<file path="src/rtl/rgmii_rx_pkg.sv">
// rgmii_pkg: shared definitions for the RGMII receive path.
//   rx_state_t    - framing FSM states
//   PREAMBLE_BYTE - 0x55 preamble octet
//   SFD_BYTE      - 0xD5 start-of-frame delimiter
//   CNT_W         - width of the frame / error counters
package rgmii_pkg;

    typedef enum logic [1:0] {
        ST_IDLE,
        ST_PREAMBLE,
        ST_PAYLOAD,
        ST_DROP
    } rx_state_t;

    localparam logic [7:0]  PREAMBLE_BYTE = 8'h55;
    localparam logic [7:0]  SFD_BYTE      = 8'hD5;
    localparam int unsigned CNT_W         = 16;

endpackage

</file>
<file path="src/rtl/rgmii_rx_iddr.sv">
// iddr: input DDR cell, same-edge-pipelined alignment.
//   clk_i - sampling clock
//   d_i   - DDR input bus
//   q1_o  - value sampled on the rising edge
//   q2_o  - value sampled on the following falling edge
// Both outputs change together on the rising edge after the falling sample.
// VENDOR selects the I/O register placement hints for "xilinx", "altera"
// and "gowin"; any other value gives the plain fabric model.
// No reset: capture registers only follow the pins.
module iddr #(
    parameter string       VENDOR = "xilinx",
    parameter int unsigned WIDTH  = 1
) (
    input  logic             clk_i,
    input  logic [WIDTH-1:0] d_i,
    output logic [WIDTH-1:0] q1_o,
    output logic [WIDTH-1:0] q2_o
);

    logic [WIDTH-1:0] r_q1;
    logic [WIDTH-1:0] r_q2;

    generate
        if (VENDOR == "xilinx") begin : g_xilinx
            (* IOB = "TRUE" *) logic [WIDTH-1:0] r_rise;
            (* IOB = "TRUE" *) logic [WIDTH-1:0] r_fall;
            always_ff @(posedge clk_i) r_rise <= d_i;
            always_ff @(negedge clk_i) r_fall <= d_i;
            always_ff @(posedge clk_i) begin
                r_q1 <= r_rise;
                r_q2 <= r_fall;
            end
        end else if (VENDOR == "altera") begin : g_altera
            (* altera_attribute = "-name FAST_INPUT_REGISTER ON" *) logic [WIDTH-1:0] r_rise;
            (* altera_attribute = "-name FAST_INPUT_REGISTER ON" *) logic [WIDTH-1:0] r_fall;
            always_ff @(posedge clk_i) r_rise <= d_i;
            always_ff @(negedge clk_i) r_fall <= d_i;
            always_ff @(posedge clk_i) begin
                r_q1 <= r_rise;
                r_q2 <= r_fall;
            end
        end else if (VENDOR == "gowin") begin : g_gowin
            (* syn_useioff = 1 *) logic [WIDTH-1:0] r_rise;
            (* syn_useioff = 1 *) logic [WIDTH-1:0] r_fall;
            always_ff @(posedge clk_i) r_rise <= d_i;
            always_ff @(negedge clk_i) r_fall <= d_i;
            always_ff @(posedge clk_i) begin
                r_q1 <= r_rise;
                r_q2 <= r_fall;
            end
        end else begin : g_generic
            logic [WIDTH-1:0] r_rise;
            logic [WIDTH-1:0] r_fall;
            always_ff @(posedge clk_i) r_rise <= d_i;
            always_ff @(negedge clk_i) r_fall <= d_i;
            always_ff @(posedge clk_i) begin
                r_q1 <= r_rise;
                r_q2 <= r_fall;
            end
        end
    endgenerate

    assign q1_o = r_q1;
    assign q2_o = r_q2;

endmodule

</file>
<file path="src/rtl/rgmii_rx.sv">
// rgmii_rx: RGMII receiver, DDR nibbles to an AXI-Stream style byte stream.
//   clk_i           - RGMII receive clock (only clock)
//   rst_i           - synchronous active-high reset
//   rgmii_rxd_i     - DDR data, low nibble rising / high nibble falling
//   rgmii_rx_ctl_i  - DDR control, RX_DV rising / RX_DV^RX_ER falling
//   m_axis_tdata_o  - payload byte
//   m_axis_tvalid_o - byte valid (no tready)
//   m_axis_tlast_o  - last byte of frame
//   m_axis_tuser_o  - frame error, qualified by tlast
//   frame_cnt_o     - good frames delivered (wrapping)
//   err_cnt_o       - errored or dropped frames (wrapping)
// Preamble and SFD are stripped. Payload passes through a one-byte hold
// register so the byte at which RX_DV falls can be flagged as tlast.
module rgmii_rx
    import rgmii_pkg::*;
#(
    parameter string VENDOR = "xilinx"
) (
    input  logic             clk_i,
    input  logic             rst_i,
    input  logic [3:0]       rgmii_rxd_i,
    input  logic             rgmii_rx_ctl_i,
    output logic [7:0]       m_axis_tdata_o,
    output logic             m_axis_tvalid_o,
    output logic             m_axis_tlast_o,
    output logic             m_axis_tuser_o,
    output logic [CNT_W-1:0] frame_cnt_o,
    output logic [CNT_W-1:0] err_cnt_o
);

    logic [4:0] w_q1;
    logic [4:0] w_q2;
    logic [7:0] w_byte;
    logic       w_dv;
    logic       w_er;

    iddr #(.VENDOR(VENDOR), .WIDTH(5)) u_iddr (
        .clk_i (clk_i),
        .d_i   ({rgmii_rx_ctl_i, rgmii_rxd_i}),
        .q1_o  (w_q1),
        .q2_o  (w_q2)
    );

    assign w_byte = {w_q2[3:0], w_q1[3:0]};
    assign w_dv   = w_q1[4];
    assign w_er   = w_q1[4] ^ w_q2[4];

    rx_state_t        r_state;
    rx_state_t        w_state_nxt;
    logic             r_first;      // first cycle after reset release
    logic [7:0]       r_hold;
    logic             r_hold_full;
    logic             r_err_flag;
    logic [7:0]       r_tdata;
    logic             r_tvalid;
    logic             r_tlast;
    logic             r_tuser;
    logic [CNT_W-1:0] r_frame_cnt;
    logic [CNT_W-1:0] r_err_cnt;

    logic w_load;
    logic w_emit;
    logic w_last;
    logic w_good;
    logic w_bad;

    always_ff @(posedge clk_i) begin
        if (rst_i) begin
            r_state <= ST_IDLE;
            r_first <= 1'b1;
        end else begin
            r_state <= w_state_nxt;
            r_first <= 1'b0;
        end
    end

    always_comb begin
        w_state_nxt = r_state;
        w_load      = 1'b0;
        w_emit      = 1'b0;
        w_last      = 1'b0;
        w_good      = 1'b0;
        w_bad       = 1'b0;
        case (r_state)
            ST_IDLE: begin
                // dv already high right after reset means we joined mid-frame
                if (w_dv) begin
                    if (r_first)                    w_state_nxt = ST_DROP;
                    else if (w_byte == PREAMBLE_BYTE) w_state_nxt = ST_PREAMBLE;
                    else if (w_byte == SFD_BYTE)      w_state_nxt = ST_PAYLOAD;
                    else                              w_state_nxt = ST_DROP;
                end
            end
            ST_PREAMBLE: begin
                if (!w_dv)                        w_state_nxt = ST_IDLE;
                else if (w_er)                    w_state_nxt = ST_DROP;
                else if (w_byte == SFD_BYTE)      w_state_nxt = ST_PAYLOAD;
                else if (w_byte != PREAMBLE_BYTE) w_state_nxt = ST_DROP;
            end
            ST_PAYLOAD: begin
                if (w_dv) begin
                    w_load = 1'b1;
                    w_emit = r_hold_full;
                end else begin
                    w_state_nxt = ST_IDLE;
                    if (r_hold_full) begin
                        w_emit = 1'b1;
                        w_last = 1'b1;
                        w_good = ~r_err_flag;
                        w_bad  = r_err_flag;
                    end else begin
                        w_bad  = 1'b1;           // SFD with no payload
                    end
                end
            end
            ST_DROP: begin
                if (!w_dv) begin
                    w_state_nxt = ST_IDLE;
                    w_bad       = 1'b1;
                end
            end
            default: w_state_nxt = ST_IDLE;
        endcase
    end

    always_ff @(posedge clk_i) begin
        if (rst_i) begin
            r_hold      <= '0;
            r_hold_full <= 1'b0;
            r_err_flag  <= 1'b0;
            r_tdata     <= '0;
            r_tvalid    <= 1'b0;
            r_tlast     <= 1'b0;
            r_tuser     <= 1'b0;
            r_frame_cnt <= '0;
            r_err_cnt   <= '0;
        end else begin
            r_tdata  <= w_emit ? r_hold : '0;
            r_tvalid <= w_emit;
            r_tlast  <= w_last;
            r_tuser  <= w_last & r_err_flag;
            if (w_load) begin
                r_hold      <= w_byte;
                r_hold_full <= 1'b1;
                r_err_flag  <= r_err_flag | w_er;
            end else begin
                r_hold_full <= 1'b0;
                r_err_flag  <= 1'b0;
            end
            if (w_good) r_frame_cnt <= r_frame_cnt + CNT_W'(1);
            if (w_bad)  r_err_cnt   <= r_err_cnt + CNT_W'(1);
        end
    end

    assign m_axis_tdata_o  = r_tdata;
    assign m_axis_tvalid_o = r_tvalid;
    assign m_axis_tlast_o  = r_tlast;
    assign m_axis_tuser_o  = r_tuser;
    assign frame_cnt_o     = r_frame_cnt;
    assign err_cnt_o       = r_err_cnt;

endmodule
</file>
<file path="config.mk">
export PLATFORM = sky130hd
export DESIGN_NAME = rgmii_rx
export DESIGN_NICKNAME = d
export VERILOG_FILES = /design/src/rtl/rgmii_rx_pkg.sv /design/src/rtl/rgmii_rx_iddr.sv /design/src/rtl/rgmii_rx.sv
export SDC_FILE = /design/constraint.sdc
export NUM_CORES = 1
export LEC_CHECK = 0
export BUFFER_PORTS_ARGS = -buffer_cell sky130_fd_sc_hd__clkbuf_2
export CORE_MARGIN = 10
export CORE_UTILIZATION = 25
export CTS_BUF_LIST = sky130_fd_sc_hd__clkbuf_4
export DETAILED_ROUTE_END_ITERATION = 16
export PLACE_DENSITY = 0.52
export SYNTH_ARGS = -nofsm -noshare
export SYNTH_HDL_FRONTEND = slang
export SYNTH_HIERARCHICAL = 1
export SYNTH_SLANG_ARGS = --single-unit
export TNS_END_PERCENT = 5
</file>
<file path="constraint.sdc">
create_clock -name clk_i -period 3.08 [get_ports clk_i]
set_input_delay 0 -clock clk_i [delete_from_list [all_inputs] [get_ports clk_i]]
set_output_delay 0 -clock clk_i [all_outputs]
set_load 0.005 [all_outputs]
</file>
== Yosys cells after proc, flatten, opt, wreduce, memory -nomap -nowiden ==
Index checks and enable logic that the tools add are counted.

* Eq/ne operators: 9
* Reductions and logical operators: 5
* Bitwise gates (word level): 6
* Add/sub/neg operators: 2
* Mux-type cells: 26

{| class="wikitable"
|+ Operator list
! cell !! count
|-
| $add A16 B1 Y16 const B || 2
|-
| $mux W1 || 16
|-
| $mux W2 || 8
|-
| $eq A8 B7 Y1 const B || 1
|-
| $eq A8 B8 Y1 const B || 1
|-
| $ne A8 B7 Y1 const B || 1
|-
| $pmux W2 S3 || 1
|-
| $reduce_or A2 Y1 || 3
|-
| $ne A5 B5 Y1 const B || 1
|-
| $eq A2 B2 Y1 const B || 2
|-
| $not A1 Y1 || 3
|-
| $reduce_and A3 Y1 || 1
|-
| $eq A2 B1 Y1 const B || 1
|-
| $logic_not A2 Y1 || 1
|-
| $ne A2 B1 Y1 const B || 1
|-
| $ne A2 B2 Y1 const B || 1
|-
| $pmux W1 S2 || 1
|-
| $and A1 B1 Y1 || 1
|-
| $or A1 B1 Y1 || 1
|-
| $xor A1 B1 Y1 || 1
|}

* Input bits: 7
* Logic and storage cells: 63
* Output and inout bits: 43
* Bits in registers: 76

== Longest topological paths before layout ==
* Depth after elaboration: 6
* Mapped depth: 6
* Mapped depth without buffers: 5

== Hierarchy ==
The synthesis kept the hierarchy.

{| class="wikitable"
|+ Modules (own cells, without submodules)
! module !! times used !! cells an instance !! sequential area each (um^2) !! area each (um^2)
|-
| rgmii_rx || 1 || 256 || 1121.1 || 2369.8
|-
| iddr || 1 || 21 || 400.4 || 404.1
|}

==> metrics <==
Std-Cell Rows=38; nets@finish=345; drt initial violations=151; vias in the first global route=2132; sw power=449.5 uW; Total Routing Usage GR=0.08229; CORE AREA=10840 um2; met1 track demand over resource=0.09736; sw frac=0.2681; Mapped Cells=277; IO Pins=50; cts bufs inserted=9; largest family of logic cells by synthesized area=simple AND/OR/NAND/NOR gates; commonest non-fill, non-tap cell in the layout=dfxtp_1; gr ovfl total=0; Int Pwr=1227 uW; H-tree lvl count=3; Clk pin slew, worst setup/hold paths=0.14 ns; Num Clock Sinks=76; sequential group share of total power=0.609; Crit path arrival time=2.31 ns; most frequent cells in the layout=76 x dfxtp_1, 49 x clkbuf_2, 27 x nor2_1; largest net degree at the start of global routing=45; outcome=complete, no violations; Clock Path Buffers=2; first drt pass iteration count=4; CP Capture Type=flop; Post-Synth Adder-Cell Area=0.01353; Detailed Place HPWL=4452 um; FF+latch count, synth=76; Final setup viols=0; CTS tree=done; Synth Net Count=287; Synth Area in Compound Gates=0.09382; via density per instance=4.559; Tightest Pin Transition=0.5718 ns; Buffers on Ports=49; die area=15710 um2; Combinational Power Share=0.035; Max IR drop VDD=146.5 uV; critical path class=reg -> reg; Clock Tree Root=clkbuf_4; initial antenna violation count=1; Simple-Gate Fraction of Synth Area=0.2395; mean post-synth cell area=10.01 um2; wire per inst=13.10 um; DP Worst Slack=1.149 ns; Final Max Slew Viols=0; layout cells sized above 1=0.2265; gpl congestion=0.7535; minimum clock period=1.946 ns; fmax=0.5138 GHz; post-cts sizing count=0; PD cells=500.3 nW/um2; prevailing post-synth register cell=dfxtp_1; XOR/XNOR Fraction of Synth Area=0.04105; Die Wd=125.3 um; final wirelength=6299 um; setup ws final=1.134 ns; area delta synth->final=20.84%; Async S/R FF share, synth=0; Seq/Total Area, Yosys=0.5485; maximum fanout along the worst path=13; Final period util=0.6320; Mapped Area=2774 um2; post-CTS setup buffer count=0; Global Route met2 Usage=0.1268; leakage=0.001334 uW; CP Launch Type=flop; Hold Fails Final Rpt=0; Yosys warnings=6; Clock Latency Late Sink=0.45 ns; Initial Util=0.2559; post-route clock skew=0.02739 ns; HP Class=in -> reg; Post-synth EDFFs=0; setup TNS=0 ns; first-pass GRT wire length=10660 um; met3 Use GR=0.02831; Max-slew headroom=0.6176; mux contribution to synthesized area=0.03248; DRT antenna net count=0; die height=125.3 um; critical path required time=3.44 ns; max-cap violations=0; Clk pwr share=0.355; total number of vias=2193; RSZ-0062 raised after global routing=no; Most Crowded Layer GR=met2; # DRC=0; Unique masters post-synth=42
[layer usage]
| layer | vias to the layer above | wire length [um] |
|---|---|---|
| met5 | - | 0 |
| met2 | 51 | 2932 |
| met4 | 0 | 136 |
| met1 | 1022 | 2841 |
| met3 | 10 | 389 |
| li1 | 1110 | - |
[final timing paths]
| path | start | to | slack [ns] | cells after the start |
|---|---|---|---|---|
| min | rgmii_rxd_i[2] | u_iddr/g_xilinx.r_rise[2] | 0.22 | 2 |
| min reg2reg | u_iddr/g_xilinx.r_rise[0] | u_iddr/q1_o[0] | 0.34 | 0 |
| max reg2reg | r_state[0] | err_cnt_o[12] | 1.13 | 5 |
| max | r_state[0] | err_cnt_o[12] | 1.13 | 5 |
[cells in the mapped netlist, drive strengths merged (2+ instances only)]
| master | count | share of area |
|---|---|---|
| dfxtp | 76 | 0.55 |
| nor2 | 27 | 0.037 |
| a21oi | 19 | 0.034 |
| o31ai | 11 | 0.030 |
| or4 | 11 | 0.030 |
| and2 | 10 | 0.023 |
| nand2 | 10 | 0.014 |
| nand3 | 10 | 0.020 |
| mux2i | 9 | 0.032 |
| nand4 | 9 | 0.020 |
| o21ai | 8 | 0.014 |
| buf | 7 | 0.014 |
| clkbuf | 7 | 0.0095 |
| or3 | 7 | 0.016 |
| xnor2 | 7 | 0.022 |
| inv | 6 | 0.0081 |
| xor2 | 6 | 0.019 |
| and2b | 3 | 0.0095 |
| and3 | 3 | 0.0068 |
| ha | 3 | 0.014 |
| nand2b | 3 | 0.0077 |
| nor2b | 3 | 0.0068 |
| nor4 | 3 | 0.0068 |
| and4 | 2 | 0.0063 |
| nor3 | 2 | 0.0036 |
| nor3b | 2 | 0.0090 |
[power groups by stage]
stage / Sequential, uW / Clock [uW] / Combinational [uW]
final: 1020 / 596 / 59.0
after global routing: 1020 / 661 / 67.1
after CTS: 1020 / 625 / 60.1
after detailed placement: 1040 / 12.1 / 53.8
after global placement: 1040 / 12.1 / 53.3
after floorplan: 1030 / 12.1 / 43.8
[sequential cells by signal, indices dropped and copies added (netlist names)]
register and cells:
r_hold_full 1, m_axis_tvalid_o 1, u_iddr/q2_o 5, r_err_flag 1, r_first 1, u_iddr/g_xilinx.r_fall 5
frame_cnt_o 16, m_axis_tuser_o 1, r_hold 8, u_iddr/g_xilinx.r_rise 5, err_cnt_o 16, u_iddr/q1_o 5
m_axis_tdata_o 8, m_axis_tlast_o 1, r_state 2
[worst max-delay path: stages, from the launching register on]
cell     delay [ns]
dfxtp_1        0.52
nor3b_2        0.08
buf_4          0.19
or3_1          0.50
or4_1          0.43
a21oi_1        0.15
[timing repair]
item,in CTS,in global routing
hold buffers,6,0
hold endpoints to repair,15,0
endpoints found under the setup margin,0,0
[stage by stage]
step | hold slack (ns) | utilization | std cells | cell area (um2) | power [uW]
after floorplan | 0.02772 | - | 277 | 2774 | 1091
after global placement | 0.1188 | 0.2902 | 454 | 3146 | 1107
after detailed placement | 0.1242 | 0.2902 | 454 | 3146 | 1109
after CTS | 0.1920 | 0.3090 | 480 | 3349 | 1707
after global routing | 0.2105 | 0.3092 | 481 | 3352 | 1753
final | 0.2182 | 0.3092 | 481 | 3352 | 1677
[layout make-up]
class                   instances  area (um2)
clock buffers                   9       67.56
clock inverters                12       80.08
multi-input cells             181        1166
fillers                      1175        7488
inverters                       5       18.77
well taps                     140       175.2
diodes                          1       2.502
repair buffers                 57       320.3
flip-flops and latches         76        1521
[logic make-up after synthesis]
family,after synthesis
AND/OR/NAND/NOR,113
flip-flops,76
AO/OA/AOI/OAI,43
buffers and inverters,20
XOR/XNOR,13
multiplexers,9
adder cells (fa/ha/maj),3
Power figures use the tool's default switching activity.
